File: config.mk
export PLATFORM = sky130hd
export DESIGN_NAME = match_sequencer
export DESIGN_NICKNAME = d
export VERILOG_FILES = /design/src/rtl/match_sequencer.sv
export SDC_FILE = /design/constraint.sdc
export NUM_CORES = 1
export LEC_CHECK = 0
export CORE_MARGIN = 1.5
export CORE_UTILIZATION = 35
export DETAILED_ROUTE_END_ITERATION = 12
export GPL_TIMING_DRIVEN = 0
export HOLD_SLACK_MARGIN = 0.08
export SETUP_SLACK_MARGIN = 0.02
export SYNTH_ARGS = -nofsm -noshare
export SYNTH_HDL_FRONTEND = slang
export SYNTH_SLANG_ARGS = --single-unit
File: constraint.sdc
create_clock -name clk -period 2.8 [get_ports clk]
set_clock_uncertainty 0.1 [all_clocks]
set_input_delay 0.56 -clock clk [delete_from_list [all_inputs] [get_ports clk]]
set_output_delay 0.56 -clock clk [all_outputs]
set_load 0.03 [all_outputs]
File: src/rtl/match_sequencer.sv
// Table-driven compare-value sequencer for the 5-bit match counter.
// Steps through a programmable table on each rising edge of match_out, once or looping.
module match_sequencer #(
  parameter int WIDTH = 5,
  parameter int DEPTH = 8,
  parameter int AW    = 3
) (
  input  logic             clk,
  input  logic             rst,
  input  logic             wr_en,
  input  logic [AW-1:0]    wr_addr,
  input  logic [WIDTH-1:0] wr_data,
  input  logic [AW:0]      seq_len,
  input  logic             loop,
  input  logic             start,
  input  logic             abort,
  input  logic             match_out,
  output logic [WIDTH-1:0] match_in,
  output logic [AW-1:0]    step_idx,
  output logic             busy,
  output logic             done,
  output logic [7:0]       wrap_cnt
);

  typedef enum logic {
    IDLE = 1'b0,
    RUN  = 1'b1
  } state_e;

  localparam logic [AW:0] DEPTH_L = (AW+1)'(DEPTH);

  state_e           state_q, state_d;
  logic             mo_q;
  logic [AW:0]      len_q, len_d;
  logic             loop_q, loop_d;
  logic [WIDTH-1:0] match_in_q, match_in_d;
  logic [AW-1:0]    step_q, step_d;
  logic             busy_q, busy_d;
  logic             done_q, done_d;
  logic [7:0]       wrap_q, wrap_d;
  logic [WIDTH-1:0] mem_q [DEPTH];

  logic             ev;
  logic             start_ok;
  logic             at_last;
  logic [AW-1:0]    step_nxt;

  assign ev       = match_out & ~mo_q;
  assign start_ok = start && (seq_len != '0) && (seq_len <= DEPTH_L);
  assign step_nxt = step_q + AW'(1);
  assign at_last  = ({1'b0, step_q} == (len_q - (AW+1)'(1)));

  // NOTE: table storage has no reset; software loads it before the first start.
  always_ff @(posedge clk) begin
    if (wr_en && (state_q == IDLE)) begin
      mem_q[wr_addr] <= wr_data;
    end
  end

  // NOTE: sequential state uses non-blocking assignments so every register samples pre-edge values.
  always_ff @(posedge clk or posedge rst) begin
    if (rst) begin
      state_q    <= IDLE;
      mo_q       <= 1'b0;
      len_q      <= '0;
      loop_q     <= 1'b0;
      match_in_q <= '0;
      step_q     <= '0;
      busy_q     <= 1'b0;
      done_q     <= 1'b0;
      wrap_q     <= '0;
    end else begin
      state_q    <= state_d;
      mo_q       <= match_out;
      len_q      <= len_d;
      loop_q     <= loop_d;
      match_in_q <= match_in_d;
      step_q     <= step_d;
      busy_q     <= busy_d;
      done_q     <= done_d;
      wrap_q     <= wrap_d;
    end
  end

  // NOTE: every next-state signal is defaulted first so no path can infer a latch.
  always_comb begin
    state_d    = state_q;
    len_d      = len_q;
    loop_d     = loop_q;
    match_in_d = match_in_q;
    step_d     = step_q;
    busy_d     = busy_q;
    done_d     = 1'b0;
    wrap_d     = wrap_q;

    case (state_q)
      IDLE: begin
        // Table read sees the pre-edge contents, so a same-cycle write to entry 0 is not bypassed.
        if (start_ok) begin
          state_d    = RUN;
          len_d      = seq_len;
          loop_d     = loop;
          match_in_d = mem_q[0];
          step_d     = '0;
          wrap_d     = '0;
          busy_d     = 1'b1;
        end
      end
      RUN: begin
        if (abort) begin
          state_d = IDLE;
          busy_d  = 1'b0;
        end else if (ev) begin
          if (!at_last) begin
            step_d     = step_nxt;
            match_in_d = mem_q[step_nxt];
          end else if (loop_q) begin
            step_d     = '0;
            match_in_d = mem_q[0];
            if (wrap_q != 8'hFF) begin
              wrap_d = wrap_q + 8'd1;
            end
          end else begin
            state_d = IDLE;
            busy_d  = 1'b0;
            done_d  = 1'b1;
          end
        end
      end
      default: state_d = IDLE;
    endcase
  end

  assign match_in = match_in_q;
  assign step_idx = step_q;
  assign busy     = busy_q;
  assign done     = done_q;
  assign wrap_cnt = wrap_q;

endmodule

==> out/results.tsv <==
metric	value	unit
cell with the most instances after synthesis	edfxtp_1	
placed inst area	3470	um^2
minimum clock period	2.51	ns
Logic pwr share	35.4	%
antenna violations before repair	0	
largest net degree at the start of global routing	26	
RePlAce Congestion	0.754	
Setup crit end kind	flip-flop	
chip height	95.3	um
root buf cell	clkbuf_8	
Core Area	8220	um^2
Tightest Hold Check Type	reg2reg	
switch share	32.9	%
Leakage	1.33	nW
ys flop type	edfxtp_1	
Remaining DRCs	0	
htree depth	3	
Reg clk slew, reported paths	0.07	ns
Yosys cell types	43	
CTS tree	yes	
cell area after synthesis	2980	um^2
TritonCTS Buffers	9	
Die X-Extent	95.3	um
CTS resizes	0	
Async S/R FF share, synth	38.5	%
Ports	37	
Power Internal	0.00210	W
Synth Instances	207	
fill count	756	
crit path cell chain	inv_1 -> ha_1 -> xnor2_1 -> nor3_2 -> o21ai_2 -> o31a_1 -> buf_6 -> mux2_4	
Initial Util	36.3	%
Avg Inst Size Synth	14.4	um^2
Tightest Pin Transition	1.17	ns
grt total ovfl	0	
post-synth top area share	40.3	%
TNS Setup	0	ns
Post-Place Setup Slack	0.00803	ns
First-pass DRT Iterations	4	
Synth top cells by count	edfxtp_1 (40), dfrtp_1 (25), inv_1 (14)	
pwr dens	848	nW/um^2
Global Route Usage Sum	14.1	%
clock sinks	65	
worst skew pair latency	0.34	ns
Final Instance Area	3680	um^2
top cells by area, synth	edfxtp_1 (40%), dfrtp_1 (21%), mux4_2 (7.6%), mux2_2 (4.9%), mux2_4 (2.5%)	
EDFF count, synth	40	
ANT cells	0	
multi-input logic area	1060	um^2
r2r setup slk	0.29	ns
Sequential cell area	1830	um^2
layout cell share with drive strength beyond 1	21.7	%
crit share post-route	89.8	%
DR vias	1886	
post-route setup slack	0.286	ns
hold_buf cts	0	
via density per instance	5.20	
Critical Path Start Type	flip-flop	
max_cap viols	0	
dpl cells	348	
DP Wirelength	4.03	mm
share of total power in the clock network	25.3	%
Die ar.	9080	um^2
relative slew slack	21.3	%
Routed WL per cell	15.3	um
Clock Tree Buf Depth	2	
CP max stage delay	0.41	ns
Post-Route WL	5.57	mm
outcome	finished clean	
Non-Filler Instances	363	
sequential-to-total area share from yosys stat	61.3	%
Peak VDD IR	0.387	mV
crit path buf inv count	2	
number of port buffers	36	
vias in the first global route	1860	
Area Growth Syn to Fin	23.4	%
cell taking the most area after synthesis	edfxtp_1	
Crit Path Class	reg2reg	
syn_nets	229	
RSZ-0062 raised after global routing	no	
drt initial violations	65	
Crit path max-delay family	compound AO/OA/AOI/OAI gates	
Crit path required time	2.92	ns
Net Switching	0.00103	W
slowest stage cell, crit path	dfrtp_1	
Fin. Hold Viols	0	
nets	275	
setup violators final	0	
Post-CTS Setup Inserts	0	
# rows	33	
Max Fclk	398	MHz
Worst Path Arrival	2.64	ns
post-route ant nets	0	
sequential group share of total power	39.2	%
synthesis-stage register bit count	65	
first-pass GRT wire length	9.40	mm
Max Transition Viols Final	0	
worst-path maximum fanout	8	
Yosys warnings	0	
## cell type report
| cell class | instances | share of cell area (%) |
|---|---|---|
| clock buffer | 9 | 3.37 |
| buffer | 8 | 1.29 |
| multi-input combinational | 119 | 28.8 |
| sequential | 65 | 49.7 |
| tap | 105 | 3.57 |
| inverter | 14 | 1.43 |
| timing repair buffer | 36 | 9.80 |
| clock inverter | 7 | 2.11 |
## per-layer routing
metal / track usage (%) / wire length, um / vias up
met5: 0 / 0 / -
met4: 3.98 / 70 / 0
met3: 5.66 / 350 / 8
met2: 22.9 / 2760 / 54
met1: 17.3 / 2390 / 931
li1: - / - / 893
## metrics by stage
stage	hold WS (ns)	total power, W	util (%)
after floorplan	0.393	0.00201	-
after global placement	0.405	0.00234	42.3
after detailed placement	0.403	0.00235	42.3
after CTS	0.423	0.00316	44.7
after global routing	0.435	0.00330	44.8
final	0.421	0.00312	44.8
## cell families after synthesis
family                     count (synthesis)  synth area share (%)
and+or+nand+nor                           48                  9.40
adders and majority gates                  3                  1.26
AOI/OAI and AO/OA                         37                  8.69
xor gates and xnor gates                   3                 0.882
muxes                                     28                  15.0
DFF                                       65                  61.3
buffers and inverters                     23                  3.48
## placed cells by master (no fill, tap or decap), drive strengths merged
| master | netlist | layout |
|---|---|---|
| nor3 | 10 | 10 |
| a21o | 4 | 4 |
| o31a | 2 | 2 |
| ha | 3 | 3 |
| mux2 | 18 | 18 |
| o2bb2ai | 1 | 1 |
| clkdlybuf4s50 | 0 | 36 |
| o2111ai | 3 | 3 |
| inv | 14 | 16 |
| and2 | 2 | 2 |
| a21oi | 5 | 5 |
| or4 | 4 | 4 |
| nor2b | 2 | 2 |
| and4 | 1 | 1 |
| o22ai | 1 | 1 |
| nand2 | 7 | 7 |
| nand3 | 4 | 4 |
| and3 | 2 | 2 |
| nor4 | 4 | 4 |
| buf | 4 | 4 |
| nand4 | 2 | 2 |
| or3 | 2 | 2 |
| o21ai | 11 | 11 |
| dfrtp | 25 | 25 |
| o31ai | 6 | 6 |
| bufinv | 0 | 1 |
| clkinv | 0 | 3 |
| xnor2 | 2 | 2 |
| nor2 | 3 | 3 |
| nand2b | 3 | 3 |
| edfxtp | 40 | 40 |
| clkinvlp | 0 | 1 |
| xor2 | 1 | 1 |
| clkbuf | 5 | 13 |
| o211ai | 3 | 3 |
| or2 | 2 | 2 |
| o21bai | 1 | 1 |
| mux4 | 10 | 10 |
## power groups by stage
stage	Sequential (W)	Clock, W	Combinational, W
6_report	0.00122	0.000791	0.00111
5_1_grt	0.00124	0.000858	0.00120
4_1_cts	0.00122	0.000817	0.00112
3_5_place_dp	0.00124	0	0.00111
3_3_place_gp	0.00124	0	0.00110
2_1_floorplan	0.00136	0	0.000656
## path summary, 6_finish.rpt
kind                                  start          end  depth (start not counted)
worst max-delay path               len_q[0]  match_in[2]                          8
worst min-delay path            match_in[0]  match_in[0]                          1
worst max register to register     len_q[0]  match_in[2]                          8
worst min register to register  match_in[0]  match_in[0]                          1
max in group asynchronous               rst  step_idx[0]                          2
min in group asynchronous               rst  match_in[0]                          2
## state kept, by name, indices dropped and copies added, names as in the netlist, 3 cells and up
| name | count |
|---|---|
| wrap_cnt | 8 |
| mem_q | 40 |
| match_in | 5 |
| len_q | 4 |
| step_idx | 3 |
## worst reg2reg max path, cell delays in order (launching register included)
cell	delay, ns
dfrtp_1	0.41
inv_1	0.07
ha_1	0.30
xnor2_1	0.16
nor3_2	0.40
o21ai_2	0.22
o31a_1	0.31
buf_6	0.15
mux2_4	0.29
Note: power is estimated with default switching activity, not from simulation.
